<file path="src/rtl/gate_activation.sv">
// rtl/gate_activation.sv - element-serial sigmoid/tanh activation stage for the LSTM gate vector
//
// Captures a HIDDEN_SZ-element signed Q(QN).(QM) vector on each rising edge of
// dataReady_gate. Each element passes through a shift-only piecewise-linear
// sigmoid, or tanh when enabled, at one element per clock.
// Optional feature macro: GATE_ACT_TANH_EN adds the tanhSel port and the tanh path.
//
// Ports:
//   clock          in   sole clock, rising edge
//   reset          in   synchronous, active-high
//   gateOutput     in   packed input vector, element k at [k*BITWIDTH +: BITWIDTH]
//   dataReady_gate in   level; a rising edge presents a new vector
//   tanhSel        in   (GATE_ACT_TANH_EN only) 1 = tanh, 0 = sigmoid, sampled at capture
//   actOutput      out  packed activated vector, same packing as gateOutput
//   dataReady_act  out  high while actOutput holds a complete result
//   busy           out  high from capture until the last element is written
module gate_activation #(
   parameter  int HIDDEN_SZ      = 32,
   parameter  int QN             = 6,
   parameter  int QM             = 11,
   localparam int BITWIDTH       = QN + QM + 1,
   localparam int LAYER_BITWIDTH = BITWIDTH * HIDDEN_SZ
) (
   input  logic                      clock,
   input  logic                      reset,
   input  logic [LAYER_BITWIDTH-1:0] gateOutput,
   input  logic                      dataReady_gate,
`ifdef GATE_ACT_TANH_EN
   input  logic                      tanhSel,
`endif
   output logic [LAYER_BITWIDTH-1:0] actOutput,
   output logic                      dataReady_act,
   output logic                      busy
);

   localparam int IDXW = (HIDDEN_SZ > 1) ? $clog2(HIDDEN_SZ) : 1;
   localparam logic [IDXW-1:0] LAST_IDX = IDXW'(HIDDEN_SZ - 1);

   // Fixed-point constants and segment boundaries, all scaled by 2^QM.
   localparam logic [BITWIDTH-1:0] ONE     = BITWIDTH'(1 << QM);        // 1.0
   localparam logic [BITWIDTH-1:0] HALF    = BITWIDTH'(1 << (QM - 1));  // 0.5
   localparam logic [BITWIDTH-1:0] K_0625  = BITWIDTH'(5 << (QM - 3));  // 0.625
   localparam logic [BITWIDTH-1:0] K_08438 = BITWIDTH'(27 << (QM - 5)); // 0.84375
   localparam logic [BITWIDTH-1:0] B_2375  = BITWIDTH'(19 << (QM - 3)); // 2.375
   localparam logic [BITWIDTH-1:0] B_5     = BITWIDTH'(5 << QM);        // 5.0
   localparam logic [BITWIDTH-1:0] MAX_POS = {1'b0, {(BITWIDTH-1){1'b1}}};
   localparam logic [BITWIDTH-1:0] MIN_NEG = {1'b1, {(BITWIDTH-1){1'b0}}};

   typedef enum logic [1:0] {
      IDLE  = 2'd0,
      RUN   = 2'd1,
      DRAIN = 2'd2
   } state_t;

   state_t                    state_q;
   logic                      prev_q;
   logic [LAYER_BITWIDTH-1:0] vec_q;
   logic [IDXW-1:0]           idx_q;
   logic                      drain_q;
`ifdef GATE_ACT_TANH_EN
   logic                      tanh_q;
`endif

   // Issue register: element selected from the latched vector (doubled for tanh).
   logic                      iss_vld_q;
   logic [BITWIDTH-1:0]       iss_x_q;
   logic [IDXW-1:0]           iss_idx_q;

   // Stage 1: sign, magnitude and segment.
   logic                      s1_vld_q;
   logic                      s1_neg_q;
   logic [BITWIDTH-1:0]       s1_abs_q;
   logic [1:0]                s1_seg_q;
   logic [IDXW-1:0]           s1_idx_q;

   logic [LAYER_BITWIDTH-1:0] act_q;
   logic                      rdy_q;
   logic                      busy_q;

   logic [BITWIDTH-1:0]       elem_d;
   logic [BITWIDTH-1:0]       x_sel_d;
   logic [BITWIDTH-1:0]       abs_d;
   logic [1:0]                seg_d;
   logic [BITWIDTH-1:0]       y_d;
`ifdef GATE_ACT_TANH_EN
   logic [BITWIDTH:0]         dbl_d;
`endif

   // Element select, with saturating 2x for the tanh identity tanh(x) = 2*sig(2x) - 1.
   always_comb begin
      elem_d  = vec_q[int'(idx_q)*BITWIDTH +: BITWIDTH];
      x_sel_d = elem_d;
`ifdef GATE_ACT_TANH_EN
      dbl_d = {elem_d[BITWIDTH-1], elem_d} << 1;
      if (tanh_q) begin
         if (dbl_d[BITWIDTH] != dbl_d[BITWIDTH-1]) begin
            x_sel_d = dbl_d[BITWIDTH] ? MIN_NEG : MAX_POS;
         end else begin
            x_sel_d = dbl_d[BITWIDTH-1:0];
         end
      end
`endif
   end

   // Magnitude (most-negative clamps to MAX_POS) and segment of the issued element.
   always_comb begin
      abs_d = iss_x_q;
      if (iss_x_q[BITWIDTH-1]) begin
         abs_d = (iss_x_q == MIN_NEG) ? MAX_POS : (~iss_x_q + 1'b1);
      end
      if (abs_d < ONE) begin
         seg_d = 2'd0;
      end else if (abs_d < B_2375) begin
         seg_d = 2'd1;
      end else if (abs_d < B_5) begin
         seg_d = 2'd2;
      end else begin
         seg_d = 2'd3;
      end
   end

   // Piecewise-linear sigmoid on |x|, mirrored for negative inputs.
   always_comb begin
      case (s1_seg_q)
         2'd0:    y_d = (s1_abs_q >> 2) + HALF;
         2'd1:    y_d = (s1_abs_q >> 3) + K_0625;
         2'd2:    y_d = (s1_abs_q >> 5) + K_08438;
         default: y_d = ONE;
      endcase
      if (s1_neg_q) begin
         y_d = ONE - y_d;
      end
`ifdef GATE_ACT_TANH_EN
      if (tanh_q) begin
         y_d = (y_d << 1) - ONE;
      end
`endif
   end

   always_ff @(posedge clock) begin
      if (reset) begin
         state_q   <= IDLE;
         prev_q    <= 1'b0;
         vec_q     <= '0;
         idx_q     <= '0;
         drain_q   <= 1'b0;
`ifdef GATE_ACT_TANH_EN
         tanh_q    <= 1'b0;
`endif
         iss_vld_q <= 1'b0;
         iss_x_q   <= '0;
         iss_idx_q <= '0;
         s1_vld_q  <= 1'b0;
         s1_neg_q  <= 1'b0;
         s1_abs_q  <= '0;
         s1_seg_q  <= '0;
         s1_idx_q  <= '0;
         act_q     <= '0;
         rdy_q     <= 1'b0;
         busy_q    <= 1'b0;
      end else begin
         prev_q    <= dataReady_gate;
         iss_vld_q <= 1'b0;

         s1_vld_q  <= iss_vld_q;
         s1_neg_q  <= iss_x_q[BITWIDTH-1];
         s1_abs_q  <= abs_d;
         s1_seg_q  <= seg_d;
         s1_idx_q  <= iss_idx_q;

         if (s1_vld_q) begin
            act_q[int'(s1_idx_q)*BITWIDTH +: BITWIDTH] <= y_d;
         end

         case (state_q)
            IDLE: begin
               if (dataReady_gate && !prev_q) begin
                  vec_q   <= gateOutput;
`ifdef GATE_ACT_TANH_EN
                  tanh_q  <= tanhSel;
`endif
                  idx_q   <= '0;
                  rdy_q   <= 1'b0;
                  busy_q  <= 1'b1;
                  state_q <= RUN;
               end
            end
            RUN: begin
               iss_vld_q <= 1'b1;
               iss_x_q   <= x_sel_d;
               iss_idx_q <= idx_q;
               idx_q     <= idx_q + 1'b1;
               if (idx_q == LAST_IDX) begin
                  drain_q <= 1'b0;
                  state_q <= DRAIN;
               end
            end
            DRAIN: begin
               // Two cycles let the last element clear stage 1 and stage 2.
               if (drain_q) begin
                  rdy_q   <= 1'b1;
                  busy_q  <= 1'b0;
                  state_q <= IDLE;
               end else begin
                  drain_q <= 1'b1;
               end
            end
            default: state_q <= IDLE;
         endcase
      end
   end

   assign actOutput     = act_q;
   assign dataReady_act = rdy_q;
   assign busy          = busy_q;

endmodule

</file>
<file path="config.mk">
export PLATFORM = sky130hd
export DESIGN_NAME = gate_activation
export DESIGN_NICKNAME = d
export VERILOG_FILES = /design/src/rtl/gate_activation.sv
export SDC_FILE = /design/constraint.sdc
export NUM_CORES = 2
export LEC_CHECK = 0
export ABC_CLOCK_PERIOD_IN_PS = 6500
export CORE_AREA = 10 10 438 440
export CTS_CLUSTER_SIZE = 28
export DETAILED_ROUTE_END_ITERATION = 10
export DIE_AREA = 0 0 448 450
export GPL_TIMING_DRIVEN = 0
export PLACE_DENSITY_LB_ADDON = 0.15
export SYNTH_ARGS = -nofsm -noshare
export SYNTH_HDL_FRONTEND = slang
export SYNTH_SLANG_ARGS = --single-unit
</file>
<file path="constraint.sdc">
create_clock -name clock -period 6.5 [get_ports clock]
set_input_delay 1.3 -clock clock [delete_from_list [all_inputs] [get_ports clock]]
set_output_delay 1.3 -clock clock [all_outputs]
set_load 0.005 [all_outputs]
</file>
# After elaboration in Yosys (flattened, before gate mapping)
# Index checks and enable logic that the tools add are counted.
# word_totals
reg_bits	1214
output_inout_bits	578
word_cells	78
# classes
addsub	7
n_mul	2
n_lt_le_gt_ge	3
n_eq_ne	9
n_shift	3
mux	22
bitwise	1
reduce_logical	14
# ops
cell	n
bitwise mux 576 bit	1
variable shift 18 x 33 -> 576 bit, first input constant	1
indexed part select 18 x 33 -> 576 bit	1
indexed part select 576 x 11 -> 18 bit	1
2-to-1 mux 18 bit	3
one-hot mux 17 bit (3 select lines)	1
negator 10 -> 33 bit	1
adder 18 x 1 -> 18 bit, second input constant	1
equality test 18 bit, second input constant	1
< comparator 18 x 12 -> 1 bit, second input constant	1
< comparator 18 x 13 -> 1 bit, second input constant	1
< comparator 18 x 14 -> 1 bit, second input constant	1
multiplier 5 x 4 -> 9 bit, second input constant	2
NOT 18 bit	1
subtractor 12 x 18 -> 18 bit, first input constant	1
adder 16 x 11 -> 17 bit, second input constant	1
adder 15 x 11 -> 16 bit, second input constant	1
adder 13 x 11 -> 14 bit, second input constant	1
one-hot mux 5 bit (2 select lines)	1
2-to-1 mux 1 bit	8
2-to-1 mux 2 bit	3
inequality test 2 bit, second input constant	3
one-hot mux 1 bit (2 select lines)	3
one-hot mux 2 bit (3 select lines)	1
13 further kinds	21

# Depth between registers and ports, before layout
# logic_depth
word_depth	7
ltp_mapped	17
mapped_depth_nobuf	17

# Least setup slack after synthesis
# No wires, ideal clock.
# synth_timing
path_type	reg2reg
from	register s1_idx_q[4]
to	register act_q[263], in the netlist actOutput[263]
setup_time_ps	91
arrival_time_ps	4116
t_required_ps	6409
setup_slack_ps	2293
path_stages_with_launch	17
path_buffers	1
period_less_slack_ps	4207
cell_sequence	dfxtp_1 ha_1 ha_1 inv_1 fa_1 nor4b_2 nand2_1 nor2_1 ha_1 clkbuf_1 nand3_1 nor3_2 nand3_1 o21a_1 a21oi_1 nor2_1 a311oi_1
# synth_via
elab_chain_cells	4
elab_cells_between_ends	5
cone_classes	1 x add/sub; 1 x mul; 2 x shift; 1 x mux
# synth_lines
element	line	text
start: declaration	74	logic [IDXW-1:0] s1_idx_q;
start signal: assignment	169	s1_idx_q <= iss_idx_q;
multiplier 5 x 4 -> 9 bit *	172	act_q[int'(s1_idx_q)*BITWIDTH +: BITWIDTH] <= y_d;
negator 10 -> 33 bit *	172	
indexed part select 18 x 33 -> 576 bit / variable shift 18 x 33 -> 576 bit (equally long branches)	172	
bitwise mux 576 bit *	172	
end signal: indexed assignment	172	
end: declaration	76	logic [LAYER_BITWIDTH-1:0] act_q;
# Every way passes the cells marked *; elsewhere a longest branch is shown, timed or not.
# A chain may end at the register's enable or synchronous reset.

# Final worst setup path
# layout_timing
from	register s1_idx_q[0]
to	register act_q[397], in the netlist actOutput[397]
# The elaborated chain is that of the path after synthesis.

==> flow_summary.ini <==
[cells_and_area]
synthToLayoutAreaGrowth_pct = 37.9
num-nets-final = 8126
share_of_cells_above_drive_strength_1_pct = 7.13
finalInstanceArea_mm2 = 0.0719
finish.cell_count_without_fillers = 10061
layout_utilization_pct = 39.3

[clocking]
clk_latency_ns = 0.85
post_cts_hold_buffer_count = 0
htreeDepth = 4
cts_tree = built
cts.reportedPaths.clkPinSlew_ns = 0.06
clock_path_buffers = 3
cts.sinks = 1212
clock_buffer_count_from_cts = 145
cts_root_buf = clkbuf_16

[route]
drt-total-wl_um = 317000
antenna_viol_nets_final = 0
first_pass_iters = 6
detail_route.wl_per_cell_um = 31.5
drtIter0Drc = 5008
drc_errors = 0
detailed_route_vias_per_instance = 5.43
dr_total_vias = 54660

[setup_path]
worst-path-max-fanout = 10
worst_setup_path_start_kind = flip-flop
critical_path.top_delay_family = buffers and inverters
worst_setup_path_end_kind = flip-flop
critPathSlowestCell = clkbuf_1
critical-path-max-stage-delay_ns = 0.82
crit_chain = clkbuf_1, inv_1, clkbuf_1, clkbuf_2, ha_1, clkbuf_1, xor2_1, clkbuf_1, clkbuf_1, nand2_1, nor2_1, a32oi_1, a211oi_1
path_buf_inv = 7
cpMostUsedCell = clkbuf_1
critPathKind = reg -> reg
critical_path_required_ns = 7.23
critical_path_arrival_ns = 7.09

[grt]
antenna_found_initial = 60
number_of_global_route_vias_before_repair = 53020
grt_max_degree = 17
grt_pass1_wl_um = 427000
globalRoute.totalOverflow = 0
groute.usage.overall_pct = 29.8

[floorplanning]
starting_density_of_the_core_pct = 28.5
dieArea_mm2 = 0.202
dieHeight_um = 450
pin_count = 1157
core_mm2 = 0.183
num_rows = 157
die_x_um = 448

[placement]
port_buffers = 1155
placedCellCount = 9768
placedInstanceArea_mm2 = 0.0667
place_congestion = 0.994
dp_hpwl_um = 256000

[sta]
setup_viol = 0
clock-skew-final_ns = 0.0297
timing.final.crit_share_pct = 97.8
finalSetupTns_ns = 0
hold_violations_final = 0
timing.final.max_slew_violations = 0
timing.final.crit_period_ns = 6.36
setup_repair_after_global_routing_missed_its_margin = false
max_transition_margin_pct = 3.28
worst_pin_slew_ns = 1.45
timing.fmax_mhz = 157

[power]
power_density_mw_per_mm2 = 284
fin_total_pwr_uw = 20400
leakagePower_uw = 0.0235
ir_drop_mv = 0.212

[synthesis]
yosys.cell_types.count = 114
ys_seq_area_share_pct = 46.6
synth_warnings = 0
mappedNetlistArea_mm2 = 0.0521
syn_inst = 6224
synth-main-ff-cell = dfxtp_1
post_synthesis_mean_instance_area_um2 = 8.37
synth-seq-cells = 1212
synth_fp_nets = 6818
synth-edff-count = 0
proportion_of_synthesized_flip_flops_having_asynchronous_set_or_reset_pct = 0

[outcome]
run_status = finished clean

[hold_path]
timing.hold.worst.class = reg -> reg

[job]
maxCapViolCount = 0
-- final timing paths --
path                                              from                          end  slack [ns]  cells after the start
worst min register to register    iss_vld_q$_SDFF_PP0_          s1_vld_q$_SDFF_PP0_        0.43                      1
worst max register to register  s1_idx_q[0]$_SDFF_PP0_  actOutput[397]$_SDFFE_PP0P_        0.14                     13
worst min-delay path              iss_vld_q$_SDFF_PP0_          s1_vld_q$_SDFF_PP0_        0.43                      1
worst max-delay path            s1_idx_q[0]$_SDFF_PP0_  actOutput[397]$_SDFFE_PP0P_        0.14                     13
-- cell families (layout without fill, tap and decap cells) --
| group | count (synthesis) | after routing | share of synthesized area (%) |
|---|---|---|---|
| fa+ha+maj | 15 | 15 | 0.374 |
| flops | 1212 | 1212 | 46.6 |
| mux | 219 | 219 | 8.56 |
| other cells | 1 | 31 | 0.00719 |
| xor+xnor | 39 | 39 | 0.670 |
| compound gates | 1706 | 1706 | 20.1 |
| simple gates | 2559 | 2559 | 20.2 |
| buf+inv | 473 | 1895 | 3.56 |
-- Yosys cell counts (all sizes together) (11+ instances only) --
cell type / count / area share [%]
nand2: 1453 / 10
dfxtp: 1212 / 47
a21oi: 786 / 7.6
nor2: 633 / 4.6
clkbuf: 391 / 2.8
o21ai: 318 / 3.1
nand3: 226 / 2.2
a211oi: 213 / 3.1
mux4: 180 / 7.8
nor3: 107 / 1.1
o31ai: 65 / 0.95
a22oi: 53 / 0.78
buf: 52 / 0.53
a311oi: 42 / 0.71
o211ai: 39 / 0.56
mux2i: 36 / 0.72
inv: 30 / 0.22
a31oi: 29 / 0.38
xor2: 26 / 0.44
nor4: 19 / 0.28
o22ai: 19 / 0.25
nand2b: 16 / 0.19
or2: 16 / 0.19
nor2b: 15 / 0.18
a221oi: 14 / 0.25
ha: 14 / 0.34
xnor2: 13 / 0.23
o221ai: 11 / 0.22
or3: 11 / 0.13
-- where the power goes --
part / total (µW) / switching (µW) / leakage, µW / internal, µW
registers: 7830 / 155 / 0.00985 / 7680
clock network: 8500 / 3540 / 0.00242 / 4970
logic: 4050 / 2910 / 0.0112 / 1140
-- final cells by class --
class | count | area, µm²
Fill cell | 19028 | 111000
Sequential cell | 1212 | 24300
Buffer | 443 | 1750
Tap cell | 2385 | 2980
Clock inverter | 41 | 581
Inverter | 30 | 113
Timing Repair Buffer | 1161 | 11600
Multi-Input combinational cell | 4539 | 26100
Antenna cell | 30 | 75.1
Clock buffer | 220 | 4380
-- what timing repair did --
item / 4_1_cts / 5_1_grt
setup endpoints to repair: 26 / 188
resized for setup: 3 / 16
pin swaps: 0 / 1
buffers inserted: 0 / 1
-- cells in the final DEF (no fill, tap or decap), types with 64 or more instances in the layout --
| cell type | instances |
|---|---|
| nand2_1 | 1450 |
| clkdlybuf4s50_1 | 1155 |
| mux4_2 | 180 |
| clkbuf_16 | 146 |
| a211oi_1 | 211 |
| o21ai_0 | 283 |
| nor3_1 | 103 |
| clkbuf_1 | 416 |
| dfxtp_1 | 1212 |
| o31ai_1 | 64 |
| nor2_1 | 622 |
| a21oi_1 | 775 |
| nand3_1 | 222 |
-- state kept, by name, summed over array words and instances, names as in the netlist, 5 cells and up --
signal and flops:
s1_abs_q 16, idx_q 5, iss_idx_q 5, vec_q 576
actOutput 576, s1_idx_q 5, iss_x_q 18
-- per-stage QoR --
step                hold WS [ns]  setup WS, ns
CTS                        0.431        0.0464
detailed placement         0.428        -0.140
finish                     0.434         0.142
global route               0.468        0.0696
floorplan                  0.414          2.29
global placement           0.420        -0.554
-- layer usage --
layer / global-route usage (%) / part of all wire [%]
met5: 0 / 0.093
met4: 17.6 / 6.8
met3: 7.25 / 8.0
met2: 50.5 / 48
met1: 33.7 / 37
Power figures use the tool's default switching activity.
